`src/rtl/param_serial_add_sub.sv`:
```
// Multi-cycle adder/subtractor processing CHUNK bits per clock, with valid/ready on both sides.
// Optional build macro ADD_SUB_SATURATE_EN adds a sat_o output and clamps sum_o on signed overflow.
module param_serial_add_sub #(
    parameter int WIDTH = 16,
    parameter int CHUNK = 4
) (
    input  logic             clk_i,
    input  logic             rst_i,
    input  logic             valid_i,
    output logic             ready_o,
    input  logic [WIDTH-1:0] a_i,
    input  logic [WIDTH-1:0] b_i,
    input  logic             sub_i,
    input  logic             cin_i,
    output logic             valid_o,
    input  logic             ready_i,
    output logic [WIDTH-1:0] sum_o,
    output logic             cout_o,
    output logic             ovf_o,
`ifdef ADD_SUB_SATURATE_EN
    output logic             sat_o,
`endif
    output logic [1:0]       dbg_state_o
);

    localparam int NCHUNK = WIDTH / CHUNK;
    localparam int KW     = (NCHUNK > 1) ? $clog2(NCHUNK) : 1;

    // Handshake: an operand transfers on a rising edge with valid_i && ready_o (IDLE only);
    // a result transfers on a rising edge with valid_o && ready_i (DONE only).
    typedef enum logic [1:0] {
        S_IDLE = 2'd0,
        S_CALC = 2'd1,
        S_DONE = 2'd2
    } state_t;

    state_t r_state;
    state_t w_next;

    logic [WIDTH-1:0] r_a;
    logic [WIDTH-1:0] r_b;
    logic [WIDTH-1:0] r_acc;
    logic             r_carry;
    logic             r_sub;
    logic [KW-1:0]    r_k;

    logic [CHUNK-1:0] w_a_chunk;
    logic [CHUNK-1:0] w_b_chunk;
    logic [CHUNK:0]   w_chunk_sum;
    logic [WIDTH-1:0] w_acc_next;
    logic             w_last;
    logic             w_accept;
    logic             w_ovf;
    logic             w_cout;

    assign w_accept = (r_state == S_IDLE) && valid_i;
    assign w_last   = (r_k == KW'(NCHUNK - 1));

    always_ff @(posedge clk_i or posedge rst_i) begin
        if (rst_i) begin
            r_state <= S_IDLE;
        end else begin
            r_state <= w_next;
        end
    end

    always_comb begin
        w_next = r_state;
        case (r_state)
            S_IDLE:  if (valid_i) w_next = S_CALC;
            S_CALC:  if (w_last)  w_next = S_DONE;
            S_DONE:  if (ready_i) w_next = S_IDLE;
            default: w_next = S_IDLE;
        endcase
    end

    always_comb begin
        w_a_chunk = '0;
        w_b_chunk = '0;
        for (int i = 0; i < NCHUNK; i++) begin
            if (r_k == KW'(i)) begin
                w_a_chunk = r_a[i*CHUNK +: CHUNK];
                w_b_chunk = r_b[i*CHUNK +: CHUNK];
            end
        end
    end

    assign w_chunk_sum = {1'b0, w_a_chunk} + {1'b0, w_b_chunk} + {{CHUNK{1'b0}}, r_carry};

    always_comb begin
        w_acc_next = r_acc;
        for (int i = 0; i < NCHUNK; i++) begin
            if (r_k == KW'(i)) begin
                w_acc_next[i*CHUNK +: CHUNK] = w_chunk_sum[CHUNK-1:0];
            end
        end
    end

    // r_b already holds ~B for subtraction, so the usual same-sign overflow rule applies directly.
    assign w_ovf  = (r_a[WIDTH-1] == r_b[WIDTH-1]) && (w_acc_next[WIDTH-1] != r_a[WIDTH-1]);
    assign w_cout = r_sub ? ~w_chunk_sum[CHUNK] : w_chunk_sum[CHUNK];

    always_ff @(posedge clk_i or posedge rst_i) begin
        if (rst_i) begin
            r_a     <= '0;
            r_b     <= '0;
            r_acc   <= '0;
            r_carry <= 1'b0;
            r_sub   <= 1'b0;
            r_k     <= '0;
            sum_o   <= '0;
            cout_o  <= 1'b0;
            ovf_o   <= 1'b0;
`ifdef ADD_SUB_SATURATE_EN
            sat_o   <= 1'b0;
`endif
        end else if (w_accept) begin
            r_a     <= a_i;
            r_b     <= sub_i ? ~b_i : b_i;
            r_carry <= sub_i ? ~cin_i : cin_i;
            r_sub   <= sub_i;
            r_k     <= '0;
        end else if (r_state == S_CALC) begin
            r_acc   <= w_acc_next;
            r_carry <= w_chunk_sum[CHUNK];
            if (w_last) begin
                r_k    <= '0;
                cout_o <= w_cout;
                ovf_o  <= w_ovf;
`ifdef ADD_SUB_SATURATE_EN
                sat_o  <= w_ovf;
                if (w_ovf) begin
                    // Raw MSB set means the true result overflowed upwards.
                    sum_o <= w_acc_next[WIDTH-1] ? {1'b0, {(WIDTH-1){1'b1}}}
                                                 : {1'b1, {(WIDTH-1){1'b0}}};
                end else begin
                    sum_o <= w_acc_next;
                end
`else
                sum_o  <= w_acc_next;
`endif
            end else begin
                r_k <= r_k + 1'b1;
            end
        end
    end

    assign ready_o     = (r_state == S_IDLE);
    assign valid_o     = (r_state == S_DONE);
    assign dbg_state_o = r_state;

endmodule
```
`config.mk`:
```
export PLATFORM = sky130hd
export DESIGN_NAME = param_serial_add_sub
export DESIGN_NICKNAME = d
export VERILOG_FILES = /design/src/rtl/param_serial_add_sub.sv
export SDC_FILE = /design/constraint.sdc
export NUM_CORES = 1
export LEC_CHECK = 0
export CELL_PAD_IN_SITES_DETAIL_PLACEMENT = 1
export CELL_PAD_IN_SITES_GLOBAL_PLACEMENT = 1
export CORE_ASPECT_RATIO = 0.5
export CORE_UTILIZATION = 47
export CTS_BUF_LIST = sky130_fd_sc_hd__clkbuf_4 sky130_fd_sc_hd__clkbuf_8 sky130_fd_sc_hd__clkbuf_16
export DETAILED_ROUTE_END_ITERATION = 10
export DONT_BUFFER_PORTS = 1
export GPL_ROUTABILITY_DRIVEN = 0
export PLACE_DENSITY_LB_ADDON = 0.12
export SLEW_MARGIN = 20
export SYNTH_ARGS = -nofsm -noshare
export SYNTH_HDL_FRONTEND = slang
export SYNTH_SLANG_ARGS = --single-unit
export TNS_END_PERCENT = 100
```
`constraint.sdc`:
```
create_clock -name clk_i -period 3.5 [get_ports clk_i]
set_input_delay 0.525 -clock clk_i [delete_from_list [all_inputs] [get_ports clk_i]]
set_output_delay 0.525 -clock clk_i [all_outputs]
set_load 0.005 [all_outputs]
```
==> Yosys cells after proc, flatten, opt, wreduce, memory -nomap -nowiden <==
Index checks and enable logic that the tools add are counted.
W data, S select, Z words.
{ "classes": {"bitwise_logic": 4, "n_eq_ne": 10, "n_reduce_logical": 8, "n_addsub": 3, "n_mux": 24} }
{ "ops": {"columns": ["cell", "n"], "rows": [
  ["$mux W4", 12],
  ["$mux W16", 1],
  ["$not A16 Y16", 1],
  ["$mux W2", 6],
  ["$eq A2 B2 Y1 const B", 3],
  ["$pmux W2 S3", 1],
  ["$reduce_and A3 Y1", 2],
  ["$add A4 B4 Y5", 1],
  ["$add A5 B1 Y5", 1],
  ["$eq A2 B1 Y1 const B", 2],
  ["$logic_not A2 Y1", 2],
  ["$mux W1", 4],
  ["$ne A2 B2 Y1 const B", 2],
  ["$not A1 Y1", 3],
  ["$add A2 B1 Y2 const B", 1],
  ["$logic_and A1 B1 Y1", 2],
  ["$ne A2 B1 Y1 const B", 1],
  ["$reduce_and A2 Y1", 1],
  ["$reduce_bool A2 Y1", 1],
  ["$eq A1 B1 Y1", 1],
  ["$ne A1 B1 Y1", 1]
]} }
{ "totals": {"reg_bits": 72, "elab_cells": 59} }

==> Longest topological paths before layout <==
Gate-level depths: netlist of run 1.
{ "depth": {"ltp_word": 10, "ltp_mapped": 15, "ltp_nobuf": 13} }

==> Least setup slack after synthesis of run 1 <==
OpenSTA, ideal clock, no wires.
{ "synth_path": {"path_type": "register to register", "startpoint": "register r_k[1]", "endpoint": "register ovf_o", "path_buffers": 2, "synth_period_minus_slack_ps": 2967, "arrival_time_ps": 2885, "required_time_ps": 3418, "path_stages_with_launch": 12, "path_slack_ps": 533, "path_cell_list": "dfrtp_1 -> inv_1 -> ha_1 -> clkbuf_1 -> clkbuf_1 -> a221oi_1 -> o31ai_1 -> ha_1 -> and3b_4 -> o21a_1 -> or4_1 -> a31oi_1"} }
{ "synth_between": {"elab_chain_len": 10} }
{ "synth_lines": {"columns": ["element", "line", "rtl"], "rows": [
  ["start: declaration", "45", "logic [KW-1:0] r_k;"],
  ["start signal: assignment", "143", "r_k <= r_k + 1'b1;"],
  ["$logic_not A2 Y1", "81", "if (r_k == KW'(i)) begin"],
  ["$mux W4 (4 in series)", "81", null],
  ["$add A4 B4 Y5", "88", "assign w_chunk_sum = {1'b0, w_a_chunk} + {1'b0, w_b_chunk} + {{CHUNK{1'b0}}, r_carry};"],
  ["$add A5 B1 Y5", "88", null],
  ["$mux W4", "93", "if (r_k == KW'(i)) begin"],
  ["$ne A1 B1 Y1", "100", "assign w_ovf = (r_a[WIDTH-1] == r_b[WIDTH-1]) && (w_acc_next[WIDTH-1] != r_a[WIDTH-1]);"],
  ["$logic_and A1 B1 Y1", "100", null],
  ["end signal: assignment", "129", "ovf_o <= w_ovf;"],
  ["end: declaration", "19", "output logic ovf_o,"]
]} }
Several ways; a longest one is shown, not always the timed one.
A chain may end at the register's enable or synchronous reset.

==> Final worst setup path of run 1 <==
{ "layout_path": {"startpoint": "register r_k[0]", "endpoint": "register cout_o"} }
{ "layout_between": {"elab_chain_len": 9} }
{ "layout_lines": {"columns": ["element", "line", "rtl"], "rows": [
  ["$logic_not A2 Y1", "81", null],
  ["$mux W4 (4 in series)", "81", null],
  ["$add A4 B4 Y5", "88", null],
  ["$add A5 B1 Y5", "88", null],
  ["$not A1 Y1", "101", "assign w_cout = r_sub ? ~w_chunk_sum[CHUNK] : w_chunk_sum[CHUNK];"],
  ["$mux W1", "101", null],
  ["end signal: assignment", "128", "cout_o <= w_cout;"],
  ["end: declaration", "18", "output logic cout_o,"]
]} }
Several ways; a longest one is shown, not always the timed one.

==> tab_implementation.tex, run 1 <==
\begin{tabular}{lr}
\hline
Metric & Value \\
\hline
\multicolumn{2}{l}{\textbf{Status}} \\
\quad Status & completed \\
\multicolumn{2}{l}{\textbf{Floorplan}} \\
\quad Core outline area & 6360 um\^{}2 \\
\quad Die area & 7240 um\^{}2 \\
\quad Initial core utilization & 50.9\% \\
\quad I/O pin cnt & 60 \\
\quad Die span in y & 60.7 um \\
\quad Placement row count & 20 \\
\quad Overall die width & 119 um \\
\multicolumn{2}{l}{\textbf{Global routing}} \\
\quad Maximum number of pins on one net before global-route repair & 54 \\
\quad Initial antenna violation count & 0 \\
\quad Overall track demand over capacity in global routing & 24.1\% \\
\quad First-pass GRT wire length & 12,700 um \\
\quad Overflow left after global routing & 0 \\
\quad Vias in the first global route & 2,499 \\
\multicolumn{2}{l}{\textbf{Yosys}} \\
\quad Number of instances in the synthesized netlist & 351 \\
\quad Register bit total from synthesis & 68 \\
\quad Synthesized cell area & 3230 um\^{}2 \\
\quad Synthesized Nets & 398 \\
\quad Proportion of synthesized chip area in sequential cells & 52.6\% \\
\quad Average cell area after synthesis & 9.21 um\^{}2 \\
\quad Count of synthesis-stage warnings from yosys & 0 \\
\quad Count of unique library cells instantiated by Yosys & 31 \\
\quad Synth top area cells & dfrtp\_1 53\%, nand2\_1 13\%, o21ai\_0 7.6\% \\
\quad Cell taking the most area after synthesis & dfrtp\_1 \\
\quad Synth top area share & 52.6\% \\
\multicolumn{2}{l}{\textbf{Worst setup path}} \\
\quad Crit Path Max Fanout & 7 \\
\quad Crit Path Class & reg -> reg \\
\quad Worst-path cell chain & inv\_1 > ha\_1 > nor2b\_2 > a221oi\_1 > nor3\_1 > a21oi\_1 > fa\_1 > inv\_1 > fa\_1 > a21o\_2 > a21oi\_1 > xor2\_1 > o21ai\_0 \\
\quad Standard cell with the maximum stage delay on the critical path & dfrtp\_1 \\
\quad Worst-case register-to-register setup slack & 0.31 ns \\
\quad Data arrival time at the worst-slack endpoint & 3.36 ns \\
\quad Reg2Reg Capture Point & cout\_o \\
\quad Worst Path Required & 3.67 ns \\
\quad Slowest cell delay on critical path & 0.41 ns \\
\quad Category of the worst setup path launch point & flop \\
\quad Source of the worst register-to-register timing path & r\_k[0] \\
\quad Element type at the critical path end & flop \\
\quad FF-to-FF path depth & 13 \\
\multicolumn{2}{l}{\textbf{Job}} \\
\quad Count of maximum capacitance violations & 0 \\
\multicolumn{2}{l}{\textbf{Power and ir drop}} \\
\quad Combinational share of power & 45.8\% \\
\quad P\_leak & 0.00168 uW \\
\quad Switching component of the power & 1780 uW \\
\quad Relative contribution of sequential cells to total power & 34.1\% \\
\quad Switching share of power & 42.4\% \\
\quad Max VDD drop & 384 uV \\
\quad Internal power & 2420 uW \\
\quad Power density over the cells & 1170 nW/um\^{}2 \\
\quad Part of the power in the clock network & 20.1\% \\
\multicolumn{2}{l}{\textbf{Cells and area}} \\
\quad Fraction of layout cells with a size suffix above 1 & 8.81\% \\
\quad Filler instances & 739 \\
\quad Final standard cell count with taps included and fillers excluded & 440 \\
\quad Most frequent standard cell in the layout excluding fill and tap cells & nand2\_1 \\
\quad Number of nets at the end of the flow & 395 \\
\quad Leading cell types in the layout, fill and taps excluded & 113 x nand2\_1, 68 x dfrtp\_1, 49 x o21ai\_0, 18 x xnor2\_1, 11 x nor2b\_1 \\
\quad Inserted Diodes & 0 \\
\quad Utilization of the core after routing & 56.6\% \\
\quad Finished layout cell area & 3600 um\^{}2 \\
\quad Synth-to-Final Area Change & 11.2\% \\
\multicolumn{2}{l}{\textbf{STA}} \\
\quad Final critical-path required period & 3.19 ns \\
\quad Clock Skew & 0.00518 ns \\
\quad Final period util & 91.0\% \\
\quad Max Slew Vio Count & 0 \\
\quad Max-Slew Margin vs Limit & 35.9\% \\
\quad Count of endpoints failing setup in the final report & 0 \\
\quad Highest achievable clock rate & 0.314 GHz \\
\quad Hold Worst Slack & 0.129 ns \\
\quad Slew @ Worst Pin & 0.958 ns \\
\quad Count of final hold-check violations & 0 \\
\quad Setup repair after global routing missed its margin & false \\
\quad Setup Total Neg Slack & 0 ns \\
\multicolumn{2}{l}{\textbf{Clocking}} \\
\quad TritonCTS clock tree & yes \\
\quad Maximum buffer depth of the clock tree & 2 \\
\quad Clock H-tree levels & 3 \\
\quad Clock input transition at the sequential cells of the worst setup and hold paths & 0.05 ns \\
\quad Clk Latency, worst-skew pair & 0.34 ns \\
\quad Number of hold-repair buffers added at the cts stage & 0 \\
\quad Clock buffer count from CTS & 9 \\
\quad Library cell used as clock root buffer & clkbuf\_16 \\
\quad Number of clock sinks & 68 \\
\multicolumn{2}{l}{\textbf{Routing}} \\
\quad Total number of vias & 2,394 \\
\quad Wire length per cell after detailed routing & 17.9 um \\
\quad Drt first-iter violations & 64 \\
\quad DRC & 0 \\
\quad Average vias per placed instance & 5.44 \\
\quad TritonRoute pass-1 iters & 4 \\
\quad Routed wire length & 7900 um \\
\quad Number of nets with antenna violations after detailed routing & 0 \\
\multicolumn{2}{l}{\textbf{Place}} \\
\quad Area after DPL & 3320 um\^{}2 \\
\quad Port buffer count & 0 \\
\quad Post-detailed-placement half-perimeter wirelength & 5620 um \\
\quad Cell count after placement & 425 \\
\multicolumn{2}{l}{\textbf{Hold path}} \\
\quad Hold/Removal Path Class & in -> async \\
\hline
\end{tabular}
-- layout make-up --
| class | instances | area, um^2 | share of cell area [%] |
|---|---|---|---|
| multi-input cells | 254 | 1420 | 39.5 |
| repair buffers | 8 | 60.1 | 1.67 |
| well taps | 88 | 110 | 3.06 |
| clock buffers | 13 | 268 | 7.45 |
| inverters | 7 | 26.3 | 0.731 |
| clock inverters | 2 | 10.0 | 0.278 |
| flip-flops and latches | 68 | 1700 | 47.3 |
-- cell families (layout without fill, tap and decap cells) --
logic type      Yosys count  count (layout)  share of synthesized area, %
simple gates            141             141                          18.4
compound gates           78              78                          14.0
flops                    68              68                          52.6
buf+inv                  29              30                          3.56
xor+xnor                 19              19                          5.15
fa+ha+maj                 9               9                          3.95
mux                       7               7                          2.28
-- critical path: cells and delay by family (launching register included) --
family          cells  cell delay (ns)
compound gates      5             1.10
flops               1             0.41
simple gates        2             0.28
fa+ha+maj           3             0.87
xor+xnor            1             0.21
buf+inv             2             0.15
-- power groups by stage --
stage	Combinational, uW	Sequential [uW]	Clock (uW)
after floorplan	1390	1340	0
after global placement	1780	1420	0
after detailed placement	1920	1440	0
after CTS	1930	1430	858
after global routing	2150	1480	890
final	1920	1430	846
-- layer usage --
layer | GRT usage [%] | vias to the layer above | wire, um | share of wire (%)
li1 | - | 1156 | - | -
met2 | 39.8 | 52 | 3580 | 45
met3 | 9.77 | 10 | 457 | 5.8
met5 | 0 | - | 0 | 0
met1 | 30.3 | 1176 | 3770 | 48
met4 | 6.25 | 0 | 84 | 1.1
-- synth_stat cells, drive strengths merged --
cell,instances
nand2,113
dfrtp,68
o21ai,49
xnor2,18
clkbuf,17
nor2b,12
a221oi,7
ha,7
inv,7
o31ai,7
a21oi,6
buf,5
a31oi,4
mux2i,4
mux2,3
nor2,3
nor3,3
a21o,2
and2,2
fa,2
nand2b,2
nand3,2
and3b,1
nand3b,1
o211ai,1
o21a,1
o221ai,1
or3,1
or4,1
xor2,1
-- state kept, by name, indices dropped and copies added (netlist names) --
register	cells
r_k	2
r_acc	12
r_carry	1
r_a	16
ovf_o	1
dbg_state_o	2
cout_o	1
sum_o	16
r_b	16
r_sub	1
-- how the worst max path moves through the flow --
stage / start / end / cells past startpoint / slack, ns
floorplan: r_k[1] / ovf_o / 11 / 0.53
global placement: r_k[0] / sum_o[7] / 10 / 0.44
detailed placement: r_k[0] / sum_o[11] / 10 / 0.27
CTS: r_k[0] / sum_o[11] / 10 / 0.25
global route: r_k[0] / cout_o / 13 / 0.1
finish: r_k[0] / cout_o / 13 / 0.31
-- what timing repair did --
action	CTS	global route
setup endpoints to repair	0	2
resized for setup	0	1
buffers inserted	0	0
hold endpoints to repair	0	0
-- stage by stage --
step / total power [uW] / worst slack [ns]
2_1_floorplan: 2720 / 0.533
3_3_place_gp: 3210 / 0.435
3_5_place_dp: 3360 / 0.270
4_1_cts: 4220 / 0.254
5_1_grt: 4520 / 0.0954
6_report: 4200 / 0.314
No activity file was read; power rests on OpenSTA's default activity.
==> inputs of run 2 (changes only) <==
ABC_AREA = 1   (was default)
CORE_UTILIZATION = 50   (was 47)
MAX_ROUTING_LAYER = met4   (was default)
clock period = 4.07 ns   (was 3.5 ns; I/O delays follow)
==> tab_implementation.tex, run 2 <==
\begin{tabular}{lr}
\hline
Metric & Value \\
\hline
\multicolumn{2}{l}{\textbf{Cells and area}} \\
\quad Number of nets at the end of the flow & 447 (+13\%) \\
\quad Most frequent standard cell in the layout excluding fill and tap cells & nand2\_1 \\
\quad Largest registers & r\_a x16, r\_b x16, sum\_o x16 \\
\quad Utilization of the core after routing & 58.2\% (+1.6 points) \\
\quad Synth-to-Final Area Change & 7.95\% \\
\quad Leading cell types in the layout, fill and taps excluded & 150 x nand2\_1, 69 x dfrtp\_1, 50 x o21ai\_0, 28 x nand3\_1, 25 x inv\_1 \\
\quad Inserted Diodes & 0 (unchanged) \\
\quad Fraction of layout cells with a size suffix above 1 & 6.67\% (-2.1 points) \\
\multicolumn{2}{l}{\textbf{Worst setup path}} \\
\quad Worst Path Required & 4.31 ns (+0.64 ns) \\
\quad Element type at the critical path end & flop \\
\quad Crit Path Max Fanout & 15 (+8) \\
\quad Data arrival time at the worst-slack endpoint & 3.93 ns (+0.57 ns) \\
\quad Source of the worst register-to-register timing path & r\_k[1] \\
\quad Category of the worst setup path launch point & flop \\
\quad Crit Path Class & reg -> reg \\
\quad Origin of the worst setup path & r\_k[1] \\
\multicolumn{2}{l}{\textbf{Floorplan}} \\
\quad Overall die width & 119 um (-0.39\%) \\
\quad Placement row count & 20 (unchanged) \\
\quad I/O pin cnt & 60 (unchanged) \\
\quad Die span in y & 60.4 um (-0.39\%) \\
\quad Core outline area & 6330 um\^{}2 (-0.39\%) \\
\quad Die area & 7180 um\^{}2 (-0.78\%) \\
\quad Initial core utilization & 53.9\% (+3.0 points) \\
\multicolumn{2}{l}{\textbf{Power and ir drop}} \\
\quad P\_leak & 0.00184 uW (+9.4\%) \\
\quad Switching component of the power & 1690 uW (-5.0\%) \\
\quad Max VDD drop & 404 uV (+5.0\%) \\
\quad Switching share of power & 45.3\% (+2.9 points) \\
\quad Relative contribution of sequential cells to total power & 32.8\% (-1.3 points) \\
\quad Overall power after layout & 3740 uW (-11\%) \\
\quad Power density over the cells & 1010 nW/um\^{}2 (-13\%) \\
\quad Part of the power in the clock network & 19.8\% (-0.3 points) \\
\quad Internal power & 2050 uW (-15\%) \\
\quad Combinational share of power & 47.3\% (+1.5 points) \\
\multicolumn{2}{l}{\textbf{Clocking}} \\
\quad PostCTS Resize Cnt & 0 (unchanged) \\
\quad Post-CTS Setup Repair Bufs & 0 (unchanged) \\
\quad Clock H-tree levels & 3 (unchanged) \\
\quad Clock input transition at the sequential cells of the worst setup and hold paths & 0.05 ns (about the same) \\
\quad Number of clock sinks & 69 (+1.5\%) \\
\quad TritonCTS clock tree & yes \\
\quad Clk Latency, worst-skew pair & 0.33 ns (about the same) \\
\quad Clock buffer count from CTS & 9 (unchanged) \\
\quad Maximum buffer depth of the clock tree & 2 (unchanged) \\
\quad Library cell used as clock root buffer & clkbuf\_16 \\
\quad Number of hold-repair buffers added at the cts stage & 0 (unchanged) \\
\multicolumn{2}{l}{\textbf{Yosys}} \\
\quad Synth top area cells & dfrtp\_1 51\%, nand2\_1 16\%, o21ai\_0 7.3\% \\
\quad Proportion of synthesized chip area in sequential cells & 50.6\% (-2.0 points) \\
\quad Number of instances in the synthesized netlist & 407 (+16\%) \\
\quad Synthesized Nets & 454 (+14\%) \\
\quad Register bit total from synthesis & 69 (+1.5\%) \\
\quad Top FF cell, synth & dfrtp\_1 \\
\quad Async SR Flop Fraction & 100\% (unchanged) \\
\quad Synthesized cell area & 3410 um\^{}2 (+5.5\%) \\
\quad Average cell area after synthesis & 8.39 um\^{}2 (-9.0\%) \\
\quad EDFF count, synth & 0 (unchanged) \\
\quad Count of synthesis-stage warnings from yosys & 0 (unchanged) \\
\quad Cell types with the highest counts after synthesis & 150 x nand2\_1, 69 x dfrtp\_1, 50 x o21ai\_0 \\
\quad Cell taking the most area after synthesis & dfrtp\_1 \\
\quad Count of unique library cells instantiated by Yosys & 27 (-13\%) \\
\quad Synth top area share & 50.6\% (-2.0 points) \\
\quad Most frequently used cell type in the post-synthesis netlist & nand2\_1 \\
\multicolumn{2}{l}{\textbf{STA}} \\
\quad Least setup slack across all paths after layout & 0.383 ns (+0.0687 ns) \\
\quad Final period util & 90.6\% (-0.43 points) \\
\quad Count of endpoints failing setup in the final report & 0 (unchanged) \\
\quad Max Slew Vio Count & 0 (unchanged) \\
\quad Clock Skew & 0.00609 ns (+0.000911 ns) \\
\quad Final critical-path required period & 3.69 ns (+0.501 ns) \\
\quad Slew @ Worst Pin & 0.872 ns (-0.0861 ns) \\
\quad Count of final hold-check violations & 0 (unchanged) \\
\quad Highest achievable clock rate & 0.271 GHz (-14\%) \\
\quad Setup repair after global routing missed its margin & false \\
\quad Max-Slew Margin vs Limit & 41.8\% (+5.8 points) \\
\quad Setup Total Neg Slack & 0 ns (unchanged) \\
\multicolumn{2}{l}{\textbf{Job}} \\
\quad Count of maximum capacitance violations & 0 (unchanged) \\
\multicolumn{2}{l}{\textbf{Global routing}} \\
\quad First-pass GRT wire length & 14,500 um (+15\%) \\
\quad Vias in the first global route & 2,946 (+18\%) \\
\quad Overall track demand over capacity in global routing & 28.0\% (+3.9 points) \\
\quad Initial antenna violation count & 0 (unchanged) \\
\quad Overflow left after global routing & 0 (unchanged) \\
\quad Maximum number of pins on one net before global-route repair & 50 (-7.4\%) \\
\multicolumn{2}{l}{\textbf{Routing}} \\
\quad Routed wire length & 8650 um (+9.6\%) \\
\quad Total number of vias & 2,716 (+13\%) \\
\quad DRC & 0 (unchanged) \\
\quad Wire length per cell after detailed routing & 17.6 um (-2.2\%) \\
\quad Average vias per placed instance & 5.51 (+1.3\%) \\
\quad Drt first-iter violations & 113 (+77\%) \\
\quad Number of nets with antenna violations after detailed routing & 0 (unchanged) \\
\quad TritonRoute pass-1 iters & 4 (unchanged) \\
\multicolumn{2}{l}{\textbf{Place}} \\
\quad Port buffer count & 0 (unchanged) \\
\quad Post-detailed-placement half-perimeter wirelength & 6040 um (+7.5\%) \\
\quad Placement-stage worst setup slack & 0.553 ns (+0.282 ns) \\
\multicolumn{2}{l}{\textbf{Status}} \\
\quad Status & completed \\
\multicolumn{2}{l}{\textbf{Hold path}} \\
\quad Hold/Removal Path Class & in -> async \\
\hline
\end{tabular}
run 2: cell types whose count changed after synthesis, sizes merged, moves of 4 or more:
cell    change
nand2      +39
nand3      +26
inv        +21
clkbuf     -15
buf        +12
nor2b      -12
a221oi      -7
a21oi       +6
o31ai       -6
nor2        +5
a31oi       -4
mux2i       -4
run 2: layout make-up:
type,instances,area (um^2)
clock buffer,15,283
clock inverter,1,5.00
fill,764,2650
inverter,30,118
multi-input combinational,289,1440
sequential,69,1730
tap,88,110
timing repair buffer,1,7.51
run 2: worst paths after layout:
check	end	slack, ns	cells after the start
setup / recovery	r_acc[6]	0.38	16
hold / removal	sum_o[12]	0.34	1
setup reg to reg	r_acc[6]	0.38	16
hold reg to reg	r_acc[3]	0.49	2
max in group asynchronous	r_b[0]	2.81	2
min in group clk_i	dbg_state_o[1]	0.37	1
run 2: kinds of logic after synthesis:
kind of cell / after synthesis / synth area share, %
AO/OA/AOI/OAI: 72 / 11.2
XOR/XNOR: 17 / 4.36
adder cells (fa/ha/maj): 9 / 3.74
buffers and inverters: 49 / 7.37
flip-flops: 69 / 50.6
AND/OR/NAND/NOR: 191 / 22.8
run 2: routing by layer:
layer  track usage [%]  vias to the layer above  share of wire [%]
met5                 -                        -                  0
met4              9.04                        0                1.2
met3              6.77                       14                4.5
met2              46.9                       70                 47
met1              34.4                     1348                 47
li1                  -                     1284                  -
run 2: worst max-delay path, cell delays in order (launching register included):
cell      delay [ns]
dfrtp_1         0.40
inv_1           0.12
ha_1            0.56
clkinv_1        0.52
o21ai_0         0.32
o21ai_0         0.10
o21ai_0         0.11
fa_1            0.24
inv_1           0.07
fa_1            0.39
inv_1           0.10
nand2_1         0.06
nand2_1         0.13
inv_1           0.09
nand2_1         0.06
o21ai_0         0.11
o21ai_0         0.21
run 2: metrics by stage:
stage	std cells	instance area, um^2	hold WS, ns
floorplan	407	3410	0.441
global placement	477	3400	0.455
detailed placement	477	3400	0.476
CTS	493	3680	0.370
global route	493	3680	0.369
finish	493	3680	0.338
run 2: power groups by stage:
stage	combinational (uW)	clock [uW]	sequential, uW
2_1_floorplan	1340	0	1160
3_3_place_gp	1610	0	1220
3_5_place_dp	1730	0	1230
4_1_cts	1770	749	1230
5_1_grt	2000	780	1260
6_report	1770	741	1230
==> inputs of run 3 (changes only) <==
PLACE_DENSITY_LB_ADDON = 0.1   (was 0.12)
==> tab_implementation.tex, run 3 (same netlist as run 2, synthesis figures left out) <==
\begin{tabular}{lr}
\hline
Metric & Value \\
\hline
\multicolumn{2}{l}{\textbf{Status}} \\
\quad Status & completed \\
\multicolumn{2}{l}{\textbf{Worst setup path}} \\
\quad Data arrival time at the worst-slack endpoint & 4.04 ns (+0.11 ns) \\
\quad Worst Path Required & 4.31 ns (about the same) \\
\quad Element type at the critical path end & flop \\
\quad FF-to-FF path depth & 18 (+2) \\
\quad Category of the worst setup path launch point & flop \\
\quad Crit Path Class & reg -> reg \\
\quad Crit Path Max Fanout & 15 (unchanged) \\
\multicolumn{2}{l}{\textbf{Routing}} \\
\quad Routed wire length & 9250 um (+6.8\%) \\
\quad DRC & 0 (unchanged) \\
\quad Total number of vias & 2,787 (+2.6\%) \\
\quad Number of nets with antenna violations after detailed routing & 0 (unchanged) \\
\quad Average vias per placed instance & 5.68 (+3.0\%) \\
\quad Drt first-iter violations & 110 (-2.7\%) \\
\quad Wire length per cell after detailed routing & 18.8 um (+7.3\%) \\
\quad TritonRoute pass-1 iters & 4 (unchanged) \\
\multicolumn{2}{l}{\textbf{Global routing}} \\
\quad Vias in the first global route & 3,001 (+1.9\%) \\
\quad Overall track demand over capacity in global routing & 29.4\% (+1.4 points) \\
\quad First-pass GRT wire length & 15,100 um (+3.9\%) \\
\quad Initial antenna violation count & 0 (unchanged) \\
\quad Overflow left after global routing & 0 (unchanged) \\
\quad Maximum number of pins on one net before global-route repair & 50 (unchanged) \\
\multicolumn{2}{l}{\textbf{Floorplan}} \\
\quad Overall die width & 119 um (unchanged) \\
\quad Placement row count & 20 (unchanged) \\
\quad I/O pin cnt & 60 (unchanged) \\
\quad Die span in y & 60.4 um (unchanged) \\
\quad Core outline area & 6330 um\^{}2 (unchanged) \\
\quad Die area & 7180 um\^{}2 (unchanged) \\
\quad Initial core utilization & 53.9\% (unchanged) \\
\multicolumn{2}{l}{\textbf{Clocking}} \\
\quad Number of clock sinks & 69 (unchanged) \\
\quad Number of hold-repair buffers added at the cts stage & 0 (unchanged) \\
\quad Clock buffer count from CTS & 9 (unchanged) \\
\quad PostCTS Resize Cnt & 0 (unchanged) \\
\quad Post-CTS Setup Repair Bufs & 0 (unchanged) \\
\quad Library cell used as clock root buffer & clkbuf\_16 \\
\quad Clock H-tree levels & 3 (unchanged) \\
\quad Maximum buffer depth of the clock tree & 2 (unchanged) \\
\quad Clock input transition at the sequential cells of the worst setup and hold paths & 0.05 ns (about the same) \\
\quad Clk Latency, worst-skew pair & 0.33 ns (about the same) \\
\quad TritonCTS clock tree & yes \\
\multicolumn{2}{l}{\textbf{Power and ir drop}} \\
\quad Part of the power in the clock network & 19.6\% (-0.2 points) \\
\quad Relative contribution of sequential cells to total power & 32.6\% (-0.2 points) \\
\quad Overall power after layout & 3790 uW (+1.3\%) \\
\quad Switching share of power & 46.0\% (+0.69 points) \\
\quad Power density over the cells & 1030 nW/um\^{}2 (+1.3\%) \\
\quad Switching component of the power & 1740 uW (+2.8\%) \\
\quad Max VDD drop & 392 uV (-2.8\%) \\
\quad Combinational share of power & 47.9\% (+0.6 points) \\
\quad P\_leak & 0.00183 uW (-0.22\%) \\
\quad Internal power & 2050 uW (about the same) \\
\multicolumn{2}{l}{\textbf{STA}} \\
\quad Final critical-path required period & 3.80 ns (+0.108 ns) \\
\quad Clock Skew & 0.00511 ns (-0.000981 ns) \\
\quad Max-Slew Margin vs Limit & 41.5\% (-0.21 points) \\
\quad Final period util & 93.3\% (+2.7 points) \\
\quad Count of final hold-check violations & 0 (unchanged) \\
\quad Slew @ Worst Pin & 0.876 ns (+0.00312 ns) \\
\quad Count of endpoints failing setup in the final report & 0 (unchanged) \\
\quad Setup Total Neg Slack & 0 ns (unchanged) \\
\quad Highest achievable clock rate & 0.263 GHz (-2.8\%) \\
\quad Max Slew Vio Count & 0 (unchanged) \\
\quad Setup repair after global routing missed its margin & false \\
\multicolumn{2}{l}{\textbf{Cells and area}} \\
\quad Leading cell types in the layout, fill and taps excluded & 150 x nand2\_1, 69 x dfrtp\_1, 50 x o21ai\_0, 28 x nand3\_1, 25 x inv\_1 \\
\quad Synth-to-Final Area Change & 7.88\% (about the same) \\
\quad Filler instances & 745 (-2.5\%) \\
\quad Number of nets at the end of the flow & 447 (unchanged) \\
\quad Largest registers & r\_a x16, r\_b x16, sum\_o x16 \\
\quad Most frequent standard cell in the layout excluding fill and tap cells & nand2\_1 \\
\quad Fraction of layout cells with a size suffix above 1 & 6.20\% (-0.46 points) \\
\quad Inserted Diodes & 0 (unchanged) \\
\multicolumn{2}{l}{\textbf{Place}} \\
\quad Post-detailed-placement half-perimeter wirelength & 6330 um (+4.8\%) \\
\quad Port buffer count & 0 (unchanged) \\
\multicolumn{2}{l}{\textbf{Hold path}} \\
\quad Hold/Removal Path Class & in -> async \\
\multicolumn{2}{l}{\textbf{Job}} \\
\quad Count of maximum capacitance violations & 0 (unchanged) \\
\hline
\end{tabular}
-- run 3: path summary, 6_finish.rpt --
path,startpoint,to,slack [ns]
worst max register to register,r_k[1],r_acc[6],0.27
worst min-delay path,rst_i,sum_o[12],0.35
max in group asynchronous,rst_i,r_a[6],2.81
min in group clk_i,ready_i,dbg_state_o[1],0.37
worst max-delay path,r_k[1],r_acc[6],0.27
worst min register to register,r_acc[3],r_acc[3],0.48
-- run 3: power by group through the flow --
stage / sequential [uW] / clock, uW / combinational (uW)
6_report: 1230 / 741 / 1810
5_1_grt: 1270 / 782 / 2060
4_1_cts: 1230 / 755 / 1820
3_5_place_dp: 1230 / 0 / 1760
3_3_place_gp: 1220 / 0 / 1620
2_1_floorplan: 1160 / 0 / 1340
-- run 3: metrics by stage --
stage / hold WS [ns] / util (%) / setup WS, ns / std cells / instance area (um^2)
finish: 0.346 / 58.2 / 0.274 / 491 / 3680
global route: 0.358 / 58.2 / 0.00685 / 491 / 3680
CTS: 0.366 / 58.2 / 0.395 / 491 / 3680
detailed placement: 0.464 / 53.7 / 0.529 / 477 / 3400
global placement: 0.454 / 53.7 / 0.713 / 477 / 3400
floorplan: 0.441 / - / 1.50 / 407 / 3410
-- run 3: worst max-delay path, stage by stage, from the launching register on --
cell and delay (ns):
dfrtp_1 0.40, inv_1 0.11, ha_1 0.58, clkinv_1 0.50
nand3_1 0.17, nand2_1 0.07, o21ai_0 0.15, nand2_1 0.08
o21ai_1 0.17, fa_1 0.23, inv_1 0.07, fa_1 0.38
inv_1 0.09, nand2_1 0.07, nand2_1 0.14, inv_1 0.10
nand2_1 0.07, o21ai_0 0.12, o21ai_0 0.21
-- run 3: routing by layer --
metal / up-vias / track usage [%] / part of all wire [%]
li1: 1281 / - / -
met1: 1408 / 34.2 / 44
met2: 77 / 50.3 / 48
met3: 21 / 7.99 / 4.9
met4: 0 / 11.2 / 2.2
met5: - / - / 0
-- run 3: area by class of cell --
cell class	count	area (um^2)	area share [%]
clock buffer	13	280	7.61
clock inverter	1	5.00	0.136
inverter	30	118	3.19
multi-input combinational	289	1440	39.0
sequential	69	1730	46.9
tap	88	110	2.99
timing repair buffer	1	7.51	0.204
